### config.mk
export PLATFORM = sky130hd
export DESIGN_NAME = cska_sub_pipe_flat
export DESIGN_NICKNAME = d
export VERILOG_FILES = /design/src/rtl/cska_sub_pipe_if.sv /design/src/rtl/cska_sub_pipe.sv /design/src/flat_wrapper.sv
export SDC_FILE = /design/constraint.sdc
export NUM_CORES = 1
export LEC_CHECK = 0
export ABC_AREA = 1
export CAP_MARGIN = 0
export CORE_ASPECT_RATIO = 1.75
export CORE_MARGIN = 4
export CORE_UTILIZATION = 30
export DETAILED_ROUTE_END_ITERATION = 12
export PLACE_DENSITY = 0.52
export SLEW_MARGIN = 0
export SYNTH_ARGS = -nofsm -noshare
export SYNTH_HDL_FRONTEND = slang
export SYNTH_SLANG_ARGS = --single-unit
### constraint.sdc
create_clock -name clk -period 3.9 [get_ports clk]
set_input_delay 0.78 -clock clk [delete_from_list [all_inputs] [get_ports clk]]
set_output_delay 0.78 -clock clk [all_outputs]
set_load 0.01 [all_outputs]
### src/rtl/cska_sub_pipe_if.sv
// Operand/result handshake bundle for the pipelined borrow-skip subtractor.
// master drives operands and out_ready; slave is the subtractor itself.
interface cska_sub_pipe_if #(
    parameter int N = 8
);
    logic         in_valid;
    logic         in_ready;
    logic [N-1:0] a;
    logic [N-1:0] b;
    logic         bin;
    logic         out_valid;
    logic         out_ready;
    logic [N-1:0] diff;
    logic         bout;
    logic         ovf;

    modport master (
        output in_valid, a, b, bin, out_ready,
        input  in_ready, out_valid, diff, bout, ovf
    );

    modport slave (
        input  in_valid, a, b, bin, out_ready,
        output in_ready, out_valid, diff, bout, ovf
    );
endinterface

### src/rtl/cska_sub_pipe.sv
// Pipelined carry(borrow)-skip subtractor: DIFF = A - B - BIN.
// One borrow-skip block per register stage, valid/ready flow control.
module cska_sub_pipe #(
    parameter int N          = 8,
    parameter int BLOCK_SIZE = 2
) (
    input  logic              clk,
    input  logic              rst_n,
    cska_sub_pipe_if.slave    io
);
    localparam int BLOCKS = N / BLOCK_SIZE;
    localparam int LAST   = BLOCKS - 1;

    logic [BLOCKS-1:0] vld_q, vld_d;
    logic [BLOCKS-1:0] brw_q, brw_d;
    logic [N-1:0]      a_q   [BLOCKS];
    logic [N-1:0]      a_d   [BLOCKS];
    logic [N-1:0]      b_q   [BLOCKS];
    logic [N-1:0]      b_d   [BLOCKS];
    logic [N-1:0]      dif_q [BLOCKS];
    logic [N-1:0]      dif_d [BLOCKS];
    logic              advance;

    // Whole pipe moves as one; a free or draining output slot lets it shift.
    assign advance = io.out_ready | ~vld_q[LAST];

    always_comb begin
        logic [N-1:0] sa, sb, sd;
        logic         sbr, br, pb, p, g;
        vld_d = '0;
        brw_d = '0;
        sa    = '0;
        sb    = '0;
        sd    = '0;
        sbr   = 1'b0;
        br    = 1'b0;
        pb    = 1'b0;
        p     = 1'b0;
        g     = 1'b0;
        for (int k = 0; k < BLOCKS; k++) begin
            if (k == 0) begin
                sa       = io.a;
                sb       = io.b;
                sbr      = io.bin;
                sd       = '0;
                vld_d[k] = io.in_valid;
            end else begin
                sa       = a_q[k-1];
                sb       = b_q[k-1];
                sbr      = brw_q[k-1];
                sd       = dif_q[k-1];
                vld_d[k] = vld_q[k-1];
            end
            br = sbr;
            pb = 1'b1;
            for (int j = 0; j < BLOCK_SIZE; j++) begin
                p  = ~(sa[k*BLOCK_SIZE+j] ^ sb[k*BLOCK_SIZE+j]);
                g  = ~sa[k*BLOCK_SIZE+j] & sb[k*BLOCK_SIZE+j];
                sd[k*BLOCK_SIZE+j] = sa[k*BLOCK_SIZE+j]
                                   ^ sb[k*BLOCK_SIZE+j] ^ br;
                br = g | (p & br);
                pb = pb & p;
            end
            a_d[k]   = sa;
            b_d[k]   = sb;
            dif_d[k] = sd;
            // Skip mux: a fully propagating block passes its borrow-in.
            brw_d[k] = pb ? sbr : br;
        end
    end

    always_ff @(posedge clk or negedge rst_n) begin
        if (!rst_n) begin
            vld_q <= '0;
            brw_q <= '0;
            for (int k = 0; k < BLOCKS; k++) begin
                a_q[k]   <= '0;
                b_q[k]   <= '0;
                dif_q[k] <= '0;
            end
        end else if (advance) begin
            vld_q <= vld_d;
            brw_q <= brw_d;
            for (int k = 0; k < BLOCKS; k++) begin
                a_q[k]   <= a_d[k];
                b_q[k]   <= b_d[k];
                dif_q[k] <= dif_d[k];
            end
        end
    end

    assign io.in_ready  = advance;
    assign io.out_valid = vld_q[LAST];
    assign io.diff      = dif_q[LAST];
    assign io.bout      = brw_q[LAST];
    assign io.ovf       = (a_q[LAST][N-1] != b_q[LAST][N-1])
                        & (dif_q[LAST][N-1] != a_q[LAST][N-1]);
endmodule

### src/flat_wrapper.sv
// flat-port wrapper written by rule: the top's interface ports become plain ports
module cska_sub_pipe_flat 
#(
    parameter int N          = 8,
    parameter int BLOCK_SIZE = 2
)
  (clk, rst_n, io_in_valid, io_a, io_b, io_bin, io_out_ready, io_in_ready, io_out_valid, io_diff, io_bout, io_ovf);
  cska_sub_pipe_if #(.N(N)) io_i ();
  input  logic clk;
  input  logic rst_n;
  input wire logic [$bits(io_i.in_valid)-1:0] io_in_valid;
  input wire logic [$bits(io_i.a)-1:0] io_a;
  input wire logic [$bits(io_i.b)-1:0] io_b;
  input wire logic [$bits(io_i.bin)-1:0] io_bin;
  input wire logic [$bits(io_i.out_ready)-1:0] io_out_ready;
  output wire logic [$bits(io_i.in_ready)-1:0] io_in_ready;
  output wire logic [$bits(io_i.out_valid)-1:0] io_out_valid;
  output wire logic [$bits(io_i.diff)-1:0] io_diff;
  output wire logic [$bits(io_i.bout)-1:0] io_bout;
  output wire logic [$bits(io_i.ovf)-1:0] io_ovf;
  assign io_i.in_valid = io_in_valid;
  assign io_i.a = io_a;
  assign io_i.b = io_b;
  assign io_i.bin = io_bin;
  assign io_i.out_ready = io_out_ready;
  assign io_in_ready = io_i.in_ready;
  assign io_out_valid = io_i.out_valid;
  assign io_diff = io_i.diff;
  assign io_bout = io_i.bout;
  assign io_ovf = io_i.ovf;
  cska_sub_pipe #(.N(N), .BLOCK_SIZE(BLOCK_SIZE)) u_core (.clk(clk), .rst_n(rst_n), .io(io_i));
endmodule
# Word level (Yosys, flattened, before mapping)
# Index checks and enable logic that the tools add are counted.
# op_classes
mux	4
n_bitwise	63
eq_ne	2
# op_table
cell	count
$and 1x1->1	21
$not 1->1	17
$xor 1x1->1	16
$or 1x1->1	9
$mux 1	4
$ne 1x1->1	2
# word_totals
elab_cells	83
out_inout_bits	12
register_bits	92
inputBits	21

# Depth between registers and ports, before layout
# Gate-level depths: netlist of run 1.
# depth
ltp_word	7
mapped_depth	7
mapped_depth_nobuf	7

# Least setup slack after synthesis of run 1
# No wires, ideal clock.
# synth_timing
path_type	input to output
start	input io_out_ready
end	output io_in_ready
path_slack_ps	1968
path_stages	4
t_arrival_ps	1152
path_buffers	2
required_time_ps	3120
path_cell_list	inv_1 -> nand2_2 -> buf_6 -> buf_6
# synth_between
elab_chain_cells	1
# synth_rtl
item	line	text
start: declaration	flat_wrapper.sv:15	input wire logic [$bits(io_i.out_ready)-1:0] io_out_ready;
$or 1x1->1	cska_sub_pipe.sv:25	assign advance = io.out_ready | ~vld_q[LAST];
end: declaration	flat_wrapper.sv:16	output wire logic [$bits(io_i.in_ready)-1:0] io_in_ready;
# Every way passes these cells.

# Worst setup path in the final report of run 1
# Same ends and word-level chain as after synthesis.

==> run_results.csv, run 1 <==
group,metric,value,unit
critical_path,cpMostUsedCell,"clkdlybuf4s50_1",
cts,clk_latency,0.29,ns
critical_path,worstSetupStartpointType,"primary input",
pwr,cellPowerDensity,752,nW/um^2
pwr,power.total,2.26,mW
cts,cts_resized,0,
finish,layout_commonest_cell,"nand2_1",
synth,ys_seq_elements,54,
floorplan,initial_core_util,30.6,%
placement,io_buffers,32,
floorplan,dieArea,10000,um^2
detailed_routing,drt_wl_total,4540,um
cts,ctsHtreeMaxLevel,2,
placement,dp_cells,373,
critical_path,end_kind,"output port",
critical_path,critPathTopFamily,"buffers and inverters",
pwr,p_leak,1.50,nW
cts,clkSinkCount,54,
critical_path,reg2reg_slack,2.29,ns
critical_path,r2r-start,"u_core.b_d[6]",
global_route,grt_pass1_vias,1757,
sta,rsz0062_at_grt,"no",
detailed_routing,drc,0,
cts,path_clk_slew,0.07,ns
finish,fin_nets,325,
sta,fmax,367,MHz
pwr,vdd_ir_drop_max,0.217,mV
cts,post_cts_buffers,0,
finish,drive_gt1_share,11.8,%
critical_path,r2r-end,"u_core.io.diff[7]",
global_route,grt_usage,10.2,%
sta,finClkSkew,0.00339,ns
finish,area_growth,19.1,%
detailed_routing,wire_per_inst,11.9,um
floorplan,io_pins,33,
finish,instances_no_fill,381,
cts,cts.path.max_buffers,2,
cts,cts_made_buffers,5,
detailed_routing,vias_per_cell,4.34,
synth,avgSynthCellArea,9.80,um^2
sta,setup_viol,0,
min_path,min-delay-start,"u_core.vld_q[2]",
synth,synthDistinctLibCells,13,
finish,antenna_cells,0,
critical_path,rr_worst_depth,5,
critical_path,critPathKind,"in2out",
sta,fin_crit_sh,69.9,%
sta,maxSlewViolCount,0,
outcome,status,"finished, final reports clean",
synth,syn_area,2530,um^2
sta,min_period,2.73,ns
cts,root_buffer,"clkbuf_16",
min_path,whs_path_depth,2,
detailed_routing,antenna_left,0,
critical_path,crit_path_max_fanout,3,
synth,ys_warn_count,0,
sta,worst_slew_pin_slew,0.766,ns
placement,place_hpwl,3090,um
synth,seq_area_frac_synth,53.5,%
critical_path,cp_num_buf_inv,3,
run,maxCapViolCount,0,
sta,relSlewSlack,48.9,%
global_route,grt_overflow_total,0,
global_route,grt_max_degree,64,
critical_path,max_stage_delay,0.56,ns
detailed_routing,first_iter_violations,128,
critical_path,crit_chain,"clkdlybuf4s50_1 > inv_1 > nand2_2 > clkdlybuf4s50_1",
floorplan,dieHeight,129,um
sta,hold_viol,0,
min_path,min_to,"u_core.vld_q[3]",
floorplan,die_x,77.4,um
synth,postSynthCellCount,258,
critical_path,critPathSlowestCell,"clkdlybuf4s50_1",
floorplan,row_count,44,
sta,tns,0,ns
detailed_routing,vias,1655,
placement,gp_congestion,0.726,
cts,cts_hold_buffers,0,
global_route,grt_pass1_wl,8090,um
finish,final_cell_mix,"nand2_1, dfrtp_1, inv_1, clkdlybuf4s50_1, o21ai_2",
global_route,antenna_found_initial,0,
floorplan,coreArea,8260,um^2
critical_path,worstPathRequired,3.12,ns
min_path,hold_path_class,"reg2reg",
critical_path,worstPathArrival,1.95,ns
synth,syn_nets,295,
cts,cts_tree,"built",
detailed_routing,first_pass_iters,4,
## how the worst max path moves through the flow
stage	depth (start not counted)	start	to
6_report	4	io_out_ready	io_in_ready
5_1_grt	4	io_out_ready	io_in_ready
4_1_cts	4	io_out_ready	io_in_ready
3_5_place_dp	4	io_out_ready	io_in_ready
3_3_place_gp	4	io_out_ready	io_in_ready
2_1_floorplan	4	io_out_ready	io_in_ready
## per-layer routing
metal / wire (um) / vias up / track usage [%]
met5: 0 / - / 0
met4: 88 / 0 / 4.93
met3: 171 / 6 / 2.71
met2: 2390 / 24 / 17.8
met1: 1890 / 787 / 11.6
li1: - / 838 / -
## cells in the mapped netlist, drive strengths merged
library cell / number / area, um^2
nand2: 96 / 363
o21ai: 37 / 268
fa: 8 / 160
nand3: 8 / 40.0
inv: 36 / 135
dfrtp: 54 / 1350
buf: 11 / 110
ha: 8 / 100
## cell type report
| class | count | area, um^2 |
|---|---|---|
| clock buffers | 7 | 143 |
| fillers | 838 | 5250 |
| clock inverters | 1 | 5.00 |
| multi-input cells | 157 | 931 |
| inverters | 36 | 135 |
| flip-flops and latches | 54 | 1350 |
| well taps | 92 | 115 |
| repair buffers | 34 | 330 |
## worst min-delay path, stage by stage, from the launching register on
cell     delay, ns
dfrtp_1       0.32
inv_1         0.06
nand2_1       0.06
## registers in the layout, indices dropped and copies added, names as in the netlist
signal	flops
u_core.b_d	12
u_core.dif_d	12
u_core.io.diff	8
u_core.a_q	1
u_core.vld_q	4
u_core.a_d	12
u_core.b_q	1
u_core.brw_q	4
## per-stage QoR
stage / setup slack (ns) / area (um^2) / hold WS [ns] / util [%]
final: 1.17 / 3010 / 0.471 / 36.5
after global routing: 1.13 / 3010 / 0.502 / 36.5
after CTS: 1.14 / 3010 / 0.473 / 36.5
after detailed placement: 1.16 / 2860 / 0.457 / 34.7
after global placement: 1.15 / 2860 / 0.456 / 34.7
after floorplan: 1.97 / 2530 / 0.434 / -
## kinds of logic (layout without fill, tap and decap cells)
kind of cell	count (synthesis)	after routing	share of synthesized area (%)
DFF	54	54	53.5
buffers and inverters	47	78	9.70
and+or+nand+nor	104	104	15.9
adders and majority gates	16	16	10.3
AOI/OAI and AO/OA	37	37	10.6
## report_power, final
part / switching [mW] / total (mW) / internal, mW
clock network: 0.194 / 0.449 / 0.255
registers: 0.141 / 0.947 / 0.806
logic: 0.490 / 0.869 / 0.379
total: 0.825 / 2.26 / 1.44
(Power assumes the default switching activity.)
==> inputs of run 2 (changes only) <==
==> constraint.sdc (replaced) <==
create_clock -name clk -period 2.55 [get_ports clk]
set_input_delay 0.51 -clock clk [delete_from_list [all_inputs] [get_ports clk]]
set_output_delay 0.51 -clock clk [all_outputs]
set_load 0.01 [all_outputs]
==> run 2 against run 1 <==
Net effect: cell area grew 1.7%; first-iteration DRC count shrank 21%; sequential cell count is the same; critical path depth is the same; critical endpoint unchanged; largest cell class unchanged; register-to-register slack lost 1.4 ns; combinational power grew 58%; clock-buffer cell count shrank 2.
==> run_results.csv, run 2 (synthesized netlist as in run 1, its figures left out) <==
group,metric,value,unit
sta,finClkSkew,0.00493,ns
floorplan,dieHeight,129,um
finish,fillerInstances,857,
critical_path,cpMostUsedCell,"clkdlybuf4s50_1",
critical_path,end_kind,"output port",
pwr,p_leak,1.53,nW
sta,hold_viol,0,
finish,drive_gt1_share,13.0,%
placement,io_buffers,32,
critical_path,critPathTopFamily,"buffers and inverters",
sta,fin_crit_sh,85.9,%
detailed_routing,first_iter_violations,101,
detailed_routing,vias,1653,
placement,gp_congestion,0.749,
critical_path,max_stage_delay,0.55,ns
critical_path,worstSetupStartpointType,"primary input",
placement,place_hpwl,3180,um
finish,area_growth,21.2,%
sta,setup_viol,0,
detailed_routing,wire_per_inst,11.7,um
critical_path,cp_num_buf_inv,3,
global_route,grt_overflow_total,0,
cts,cts_made_buffers,5,
cts,root_buffer,"clkbuf_16",
global_route,grt_max_degree,65,
sta,whs,0.146,ns
finish,register_area,1350,um^2
finish,instances_no_fill,384,
pwr,power_frac_comb,38.2,%
placement,dpl_worst_slack,0.330,ns
pwr,swShare,35.7,%
sta,fmax,456,MHz
sta,setup_ws,0.359,ns
cts,cts_tree,"built",
detailed_routing,antenna_left,0,
pwr,pwr-share-seq,40.3,%
sta,min_period,2.19,ns
detailed_routing,drc,0,
critical_path,worstPathRequired,2.04,ns
sta,tns,0,ns
cts,cts_resized,0,
outcome,status,"finished, final reports clean",
global_route,antenna_found_initial,0,
floorplan,io_pins,33,
cts,cts.path.max_buffers,2,
critical_path,critPathKind,"in2out",
critical_path,worstSetupStartpoint,"io_out_ready",
floorplan,initial_core_util,30.6,%
critical_path,crit_chain,"clkdlybuf4s50_1 > inv_1 > nand2_2 > clkdlybuf4s50_1",
pwr,power.total,3.57,mW
floorplan,die_x,77.4,um
critical_path,crit_path_max_fanout,2,
critical_path,worstPathArrival,1.68,ns
min_path,hold_path_class,"in2async",
finish,antenna_cells,0,
critical_path,critPathSlowestCell,"clkdlybuf4s50_1",
cts,path_clk_slew,0.07,ns
floorplan,dieArea,10000,um^2
global_route,grt_pass1_vias,1728,
finish,layout_commonest_cell,"nand2_1",
floorplan,row_count,44,
detailed_routing,drt_wl_total,4510,um
finish,multi_input_area,931,um^2
detailed_routing,first_pass_iters,4,
sta,relSlewSlack,71.4,%
placement,post_dp_cell_area,2900,um^2
global_route,grt_pass1_wl,7960,um
pwr,p_int,2.30,mW
finish,fin_nets,328,
cts,ctsHtreeMaxLevel,2,
floorplan,coreArea,8260,um^2
cts,cts_hold_buffers,0,
finish,final_cell_mix,"nand2_1, dfrtp_1, inv_1, clkdlybuf4s50_1, o21ai_2",
global_route,grt_usage,10.3,%
detailed_routing,vias_per_cell,4.30,
sta,maxSlewViolCount,0,
finish,fin_area,3060,um^2
sta,worst_slew_pin_slew,0.429,ns
pwr,clock_power_share,21.5,%
sta,rsz0062_at_grt,"no",
critical_path,r2r-start,"u_core.b_d[6]",
pwr,p_sw,1.28,mW
pwr,cellPowerDensity,1170,nW/um^2
cts,clkSinkCount,54,
finish,postLayoutCoreUtil,37.1,%
placement,dp_cells,376,
cts,clk_latency,0.29,ns
run,maxCapViolCount,0,
pwr,vdd_ir_drop_max,0.339,mV
cts,post_cts_buffers,0,
[run 2: path summary, 6_finish.rpt]
kind	to	slack, ns	depth (start not counted)
setup / recovery	io_in_ready	0.36	4
hold / removal	u_core.a_d[22]	0.15	1
setup reg to reg	u_core.io.diff[7]	0.94	5
hold reg to reg	u_core.vld_q[3]	0.46	2
max in group asynchronous	u_core.vld_q[0]	1.79	2
min in group clk	u_core.vld_q[3]	0.46	2
[run 2: power groups by stage]
| stage | sequential, mW | combinational (mW) | clock [mW] |
|---|---|---|---|
| after floorplan | 1.45 | 0.962 | 0 |
| after global placement | 1.46 | 1.36 | 0 |
| after detailed placement | 1.46 | 1.41 | 0 |
| after CTS | 1.45 | 1.41 | 0.793 |
| after global routing | 1.49 | 1.59 | 0.834 |
| final | 1.44 | 1.37 | 0.769 |
[run 2: layer usage]
layer | GRT usage [%] | part of all wire [%]
met1 | 11.8 | 43
met2 | 17.3 | 50
met3 | 2.85 | 3.5
met4 | 5.97 | 2.7
met5 | 0 | 0
[run 2: final cells by class]
type / instances / share of cell area (%)
Inverter: 36 / 4.41
Tap cell: 92 / 3.76
Clock buffer: 5 / 4.08
Multi-Input combinational cell: 157 / 30.4
Sequential cell: 54 / 44.1
Timing Repair Buffer: 37 / 11.9
Clock inverter: 3 / 1.31
==> inputs of run 3 (changes only) <==
--- a/config.mk
+++ b/config.mk
@@ -11,7 +11,6 @@
 export CORE_MARGIN = 4
 export CORE_UTILIZATION = 30
 export DETAILED_ROUTE_END_ITERATION = 12
-export PLACE_DENSITY = 0.52
 export SLEW_MARGIN = 0
 export SYNTH_ARGS = -nofsm -noshare
 export SYNTH_HDL_FRONTEND = slang
==> run 3 against run 2 <==
Net effect: critical path depth unchanged; clock skew barely moved; wire length shrank 2.6%; largest cell class unchanged; non-clock buffer count shrank 3; die area unchanged; register-to-register slack is essentially flat; sequential share of layout area increased by 0.25 points.
==> run_results.csv, run 3 (synthesized netlist as in run 1, its figures left out) <==
group,metric,value,unit
finish,fin_area,3050,um^2
floorplan,dieHeight,129,um
floorplan,dieArea,10000,um^2
floorplan,io_pins,33,
cts,cts.path.max_buffers,2,
global_route,grt_usage,10.2,%
detailed_routing,antenna_left,0,
critical_path,worstPathArrival,1.64,ns
finish,final_cell_mix,"nand2_1, dfrtp_1, inv_1, clkdlybuf4s50_1, o21ai_2",
sta,fmax,466,MHz
cts,post_cts_buffers,0,
sta,tns,0,ns
critical_path,end_kind,"output port",
detailed_routing,first_pass_iters,4,
sta,setup_viol,0,
sta,rsz0062_at_grt,"no",
global_route,grt_max_degree,64,
placement,place_hpwl,3140,um
critical_path,worstPathRequired,2.04,ns
global_route,grt_pass1_wl,8140,um
outcome,status,"finished, final reports clean",
finish,postLayoutCoreUtil,36.9,%
placement,gp_congestion,0.766,
cts,cts_hold_buffers,0,
floorplan,initial_core_util,30.6,%
floorplan,die_x,77.4,um
sta,setup_ws,0.404,ns
sta,maxSlewViolCount,0,
run,maxCapViolCount,0,
critical_path,critPathKind,"in2out",
sta,whs,0.222,ns
detailed_routing,drc,0,
detailed_routing,wire_per_inst,11.5,um
pwr,clock_power_share,21.5,%
sta,worst_slew_pin_slew,0.736,ns
global_route,antenna_found_initial,0,
detailed_routing,vias_per_cell,4.30,
cts,clk_latency,0.29,ns
global_route,grt_overflow_total,0,
pwr,vdd_ir_drop_max,0.474,mV
cts,cts_tree,"built",
cts,path_clk_slew,0.07,ns
sta,min_period,2.15,ns
critical_path,worstSetupStartpointType,"primary input",
detailed_routing,vias,1637,
critical_path,crit_path_max_fanout,3,
finish,fin_nets,325,
pwr,cellPowerDensity,1160,nW/um^2
min_path,hold_path_class,"in2async",
floorplan,row_count,44,
pwr,pwr-share-seq,40.8,%
floorplan,coreArea,8260,um^2
finish,drive_gt1_share,12.1,%
detailed_routing,first_iter_violations,83,
placement,io_buffers,32,
placement,dpl_worst_slack,0.361,ns
sta,hold_viol,0,
pwr,swShare,35.8,%
cts,cts_made_buffers,5,
placement,post_dp_cell_area,2880,um^2
cts,cts_resized,0,
cts,ctsHtreeMaxLevel,2,
sta,finClkSkew,0.00453,ns
pwr,p_int,2.27,mW
sta,relSlewSlack,51.0,%
cts,clkSinkCount,54,
pwr,p_leak,1.50,nW
sta,fin_crit_sh,84.2,%
finish,antenna_cells,0,
pwr,p_sw,1.27,mW
finish,layout_commonest_cell,"nand2_1",
pwr,power_frac_comb,37.7,%
cts,root_buffer,"clkbuf_16",
detailed_routing,drt_wl_total,4390,um
global_route,grt_pass1_vias,1800,
finish,area_growth,20.5,%
## run 3: final timing paths
path | from | endpoint | slack, ns | cells after the start
worst max-delay path | io_out_ready | io_in_ready | 0.40 | 4
worst min-delay path | rst_n | u_core.a_d[20] | 0.22 | 1
worst max register to register | u_core.b_d[6] | u_core.io.diff[7] | 0.93 | 5
worst min register to register | u_core.b_d[21] | u_core.b_d[21] | 0.47 | 2
max in group asynchronous | rst_n | u_core.dif_d[2] | 1.76 | 2
min in group clk | u_core.b_d[21] | u_core.b_d[21] | 0.47 | 2
## run 3: area by class of cell
class                   count  area, um^2
clock buffers               5         125
clock inverters             3        45.0
fillers                   845        5210
inverters                  36         135
multi-input cells         157         931
flip-flops and latches     54        1350
well taps                  92         115
repair buffers             34         343
## run 3: worst max-delay path: stages
cell and delay [ns]:
clkdlybuf4s50_1 0.46, inv_1 0.04, nand2_2 0.07, clkdlybuf4s50_1 0.55
## run 3: routing by layer
metal	share of wire, %	up-vias	GRT usage, %	routed length [um]
li1	-	839	-	-
met1	43	768	11.6	1870
met2	52	23	18.0	2300
met3	2.5	7	1.81	111
met5	0	-	0	0
met4	2.6	0	5.35	114
## run 3: power by group through the flow
stage / Sequential (mW) / Clock [mW] / Combinational [mW]
after global placement: 1.46 / 0 / 1.32
final: 1.45 / 0.761 / 1.34
after detailed placement: 1.47 / 0 / 1.37
after global routing: 1.49 / 0.826 / 1.59
after floorplan: 1.45 / 0 / 0.962
after CTS: 1.45 / 0.784 / 1.38
## run 3: metrics by stage
step | instances | power (mW)
global route | 381 | 3.91
detailed placement | 373 | 2.83
global placement | 373 | 2.78
finish | 381 | 3.54
floorplan | 258 | 2.41
CTS | 381 | 3.62
==> RTL edit 1 (config.mk and constraints of run 2) <==
`BLOCK_SIZE` is set to 2 in 2 places; all go to 4.
--- a/src/rtl/cska_sub_pipe.sv
+++ b/src/rtl/cska_sub_pipe.sv
@@ -2,7 +2,7 @@
 // One borrow-skip block per register stage, valid/ready flow control.
 module cska_sub_pipe #(
     parameter int N          = 8,
-    parameter int BLOCK_SIZE = 2
+    parameter int BLOCK_SIZE = 4
 ) (
     input  logic              clk,
     input  logic              rst_n,
--- a/src/flat_wrapper.sv
+++ b/src/flat_wrapper.sv
@@ -2,7 +2,7 @@
 module cska_sub_pipe_flat 
 #(
     parameter int N          = 8,
-    parameter int BLOCK_SIZE = 2
+    parameter int BLOCK_SIZE = 4
 )
   (clk, rst_n, io_in_valid, io_a, io_b, io_bin, io_out_ready, io_in_ready, io_out_valid, io_diff, io_bout, io_ovf);
   cska_sub_pipe_if #(.N(N)) io_i ();
Behaviour: not the same (Yosys sat finds a counterexample within 4 cycles, from zero or initial values and one cycle with rst_n low).
==> RTL edit 1 against run 2 <==
Utilization grew 3.4 points. Setup slack lost 210 ps. Cell count shrank 39%. First-iteration DRC count shrank 88%. Synthesized area shrank 46%. Power shrank 66%. Cell area shrank 42%. Sequential cell count shrank 28. Wire length shrank 41%. Critical path type is now in -> reg. Critical endpoint is now u_core.dif_d[3].
==> RTL edit 1: results (changes against run 2) <==
power_density_nw_per_um2: 673.8  # -42%
fill_cells: 476  # -44%
buffer_area_share_pct: 20.08  # +8.2 points
wire_per_inst_um: 11.39  # -3.0%
wl_met1_mm: 1.006  # -48%
place_hpwl_mm: 2.085  # -34%
clk_latency_ps: 260  # -30 ps
drive_gt1_share_pct: 5.495  # -7.5 points
fin_skew_ps: 6.151  # +1.219 ps
antenna_cells: 0  # unchanged
first_iter_violations: 12  # -88%
syn_area_per_cell_um2: 9.227  # -5.8%
p_comb_share_pct: 34.5  # -3.7 points
pre_cts_ws_ps: -139.0  # -469.0 ps
p_leak_uw: 0.0008934  # -42%
path_clk_slew_ps: 80
first_pass_iters: 7  # +3
multi_input_area_um2: 578.1  # -38%
peakVddDrop_uv: 323.0  # -4.8%
yosysSeqAreaShare_pct: 47.97  # -5.5 points
gp_congestion: 0.6742  # -10%
crit_arrival_ps: 2560  # +880 ps
regArea_um2: 650.6  # -52%
grt_pass1_wl_mm: 4.533  # -43%
cp_top_family: "adder cells"
num-nonclk-inverters: 24  # -33%
synth_area_leaders: "dfrtp_1, nand2_1, fa_1"
critical-path-max-stage-delay_ps: 400  # -150 ps
tightest_slew_ps: 337.3  # -91.55 ps
first_global_vias: 1089  # -37%
dp_cells: 230  # -39%
status: "finished, final reports clean"
synth_common_cells: "nand2_1, dfrtp_1, inv_1"
clock_tree.root_cell: "clkbuf_8"
seq_power_share_pct: 47.0  # +6.7 points
seq_share_pct: 36.52  # -7.6 points
p_sw_share_pct: 31.14  # -4.6 points
wl_met3_um: 101  # -36%
grt_max_degree: 29  # -55%
final_cells: 233  # -39%
met1_usage_pct: 10.18  # -1.6 points
num_vias: 1030  # -38%
hp-class: "reg -> reg"
clkCellAreaFrac_pct: 2.317  # -3.1 points
layout.nets: 221  # -33%
wl_met2_mm: 1.514  # -34%
cts_sinks: 26  # -52%
## RTL edit 1: changes by cell type after synthesis, moves of 3 or more
cell / run 2 / this run
nor2_1: 0 / 3
dfrtp_1: 54 / 26
buf_6: 8 / 2
inv_1: 35 / 23
o21ai_0: 15 / 18
nand2_1: 95 / 52
o21ai_2: 22 / 0
nand3_1: 8 / 2
## RTL edit 1: final timing paths
path	endpoint	depth (start not counted)	slack, ps	start
min in group asynchronous	u_core.io.diff[4]	2	600	rst_n
max reg2reg	u_core.io.diff[7]	9	300	u_core.b_d[4]
max	u_core.dif_d[3]	10	150	io_bin
min reg2reg	u_core.vld_q[1]	2	460	u_core.vld_q[0]
min	u_core.vld_q[1]	2	460	u_core.vld_q[0]
max in group asynchronous	u_core.io.diff[3]	2	1680	rst_n
## RTL edit 1: logic make-up after synthesis
group / synth area share (%)
DFF: 47.97
and+or+nand+nor: 16.79
AOI/OAI and AO/OA: 6.642
adders and majority gates: 19.19
buffers and inverters: 9.409
==> RTL edit 2 (flow settings as in run 2) <==
Made on the original files. Put a register stage on the output `io.ovf`, without a reset. The value now appears one clock later.
--- a/src/rtl/cska_sub_pipe.sv
+++ b/src/rtl/cska_sub_pipe.sv
@@ -93,7 +93,8 @@
     assign io.out_valid = vld_q[LAST];
     assign io.diff      = dif_q[LAST];
     assign io.bout      = brw_q[LAST];
-    assign io.ovf       = (a_q[LAST][N-1] != b_q[LAST][N-1])
-                        & (dif_q[LAST][N-1] != a_q[LAST][N-1]);
+    always_ff @(posedge clk) begin
+        io.ovf <= (a_q[LAST][N-1] != b_q[LAST][N-1]) & (dif_q[LAST][N-1] != a_q[LAST][N-1]);
+    end
 endmodule
 
Behaviour: not the same (Yosys sat finds a counterexample within 10 cycles, from zero or initial values and one cycle with rst_n low).
==> RTL edit 2 against run 2 <==
Sequential cell count is 1 higher. Register-to-register slack hardly changed. Setup slack better by 38 ps. Synthesized area is 0.79% higher. Count of clock-buffer cells in the layout stayed put. Non-clock buffer count is 1 lower. Global-route usage is 0.20 points lower. Wire length is 1.6% lower. Cell area is 2.2% higher. Utilization is 0.58 points higher. Power is 2.5% higher. Cell count is 6.0% higher. Sequential share of layout area is 0.33 points lower. Largest cell class unchanged.
==> RTL edit 2: results (changes against run 2) <==
first_global_vias: 1799  # +4.1%
status: "finished, final reports clean"
peakVddDrop_uv: 362.5  # +6.8%
grt_util_met3_pct: 2.417  # -0.43 points
synth_area_leaders: "dfrtp_1, nand2_1, o21ai_2"
slew_headroom_pct: 56.10  # -15 points
gp_congestion: 0.7319  # -2.3%
grt_usage_pct: 10.13  # -0.20 points
fin_skew_ps: 5.577  # +0.6456 ps
num_vias: 1704  # +3.1%
grt_pass1_wl_mm: 8.045  # +1.0%
buffers: 36  # -2.7%
wl_met1_mm: 1.842  # -5.7%
synth_nets: 296  # +0.34%
first_iter_violations: 84  # -17%
p_leak_uw: 0.001537  # +0.60%
buffer_area_share_pct: 11.43  # -0.50 points
via_per_inst: 4.187  # -2.7%
crit_arrival_ps: 1640  # -40 ps
first_pass_iters: 3  # -1
placed_cell_area_um2: 2939  # +1.4%
p_comb_share_pct: 36.1  # -2.1 points
yosysSeqAreaShare_pct: 53.83  # +0.37 points
async_reset_ff_share_pct: 98.18  # -1.8 points
pre_cts_ws_ps: 376.6  # +46.63 ps
hold_slack_ps: 178.7  # +32.64 ps
regArea_um2: 1371  # +1.5%
synth.distinct_cells: 14  # +1
synth-seq-cells: 55  # +1.9%
syn_area_per_cell_um2: 9.836  # +0.40%
dp_cells: 399  # +6.1%
place_hpwl_mm: 3.117  # -1.8%
wl_met3_um: 139  # -13%
power_density_nw_per_um2: 1170  # +0.24%
min_period_ps: 2153  # -38.07 ps
seq_power_share_pct: 39.9  # -0.4 points
## RTL edit 2: cell types whose count changed in the layout (fill, tap and decap cells not counted), sizes merged
cell,change
clkinvlp,+1
buf,-1
bufinv,+1
clkinv,-2
dfxtp,+1
## RTL edit 2: critical path, delay by kind of cell
kind / cells / cell delay, ps
simple gates: 1 / 90
buf+inv: 3 / 1040
## RTL edit 2: cells by family after synthesis
kind of cell	Yosys count	synth area share, %
compound gates	37	10.51
simple gates	104	15.82
flops	55	53.83
fa+ha+maj	16	10.22
buf+inv	47	9.627
## RTL edit 2: worst paths after layout
kind	startpoint	to	cells past startpoint
worst max-delay path	io_out_ready	io_in_ready	4
worst min-delay path	rst_n	u_core.a_d[22]	2
worst max register to register	u_core.b_d[12]	u_core.dif_d[5]	5
worst min register to register	u_core.vld_q[2]	u_core.vld_q[3]	2
max in group asynchronous	rst_n	u_core.dif_d[10]	2
min in group clk	u_core.vld_q[2]	u_core.vld_q[3]	2
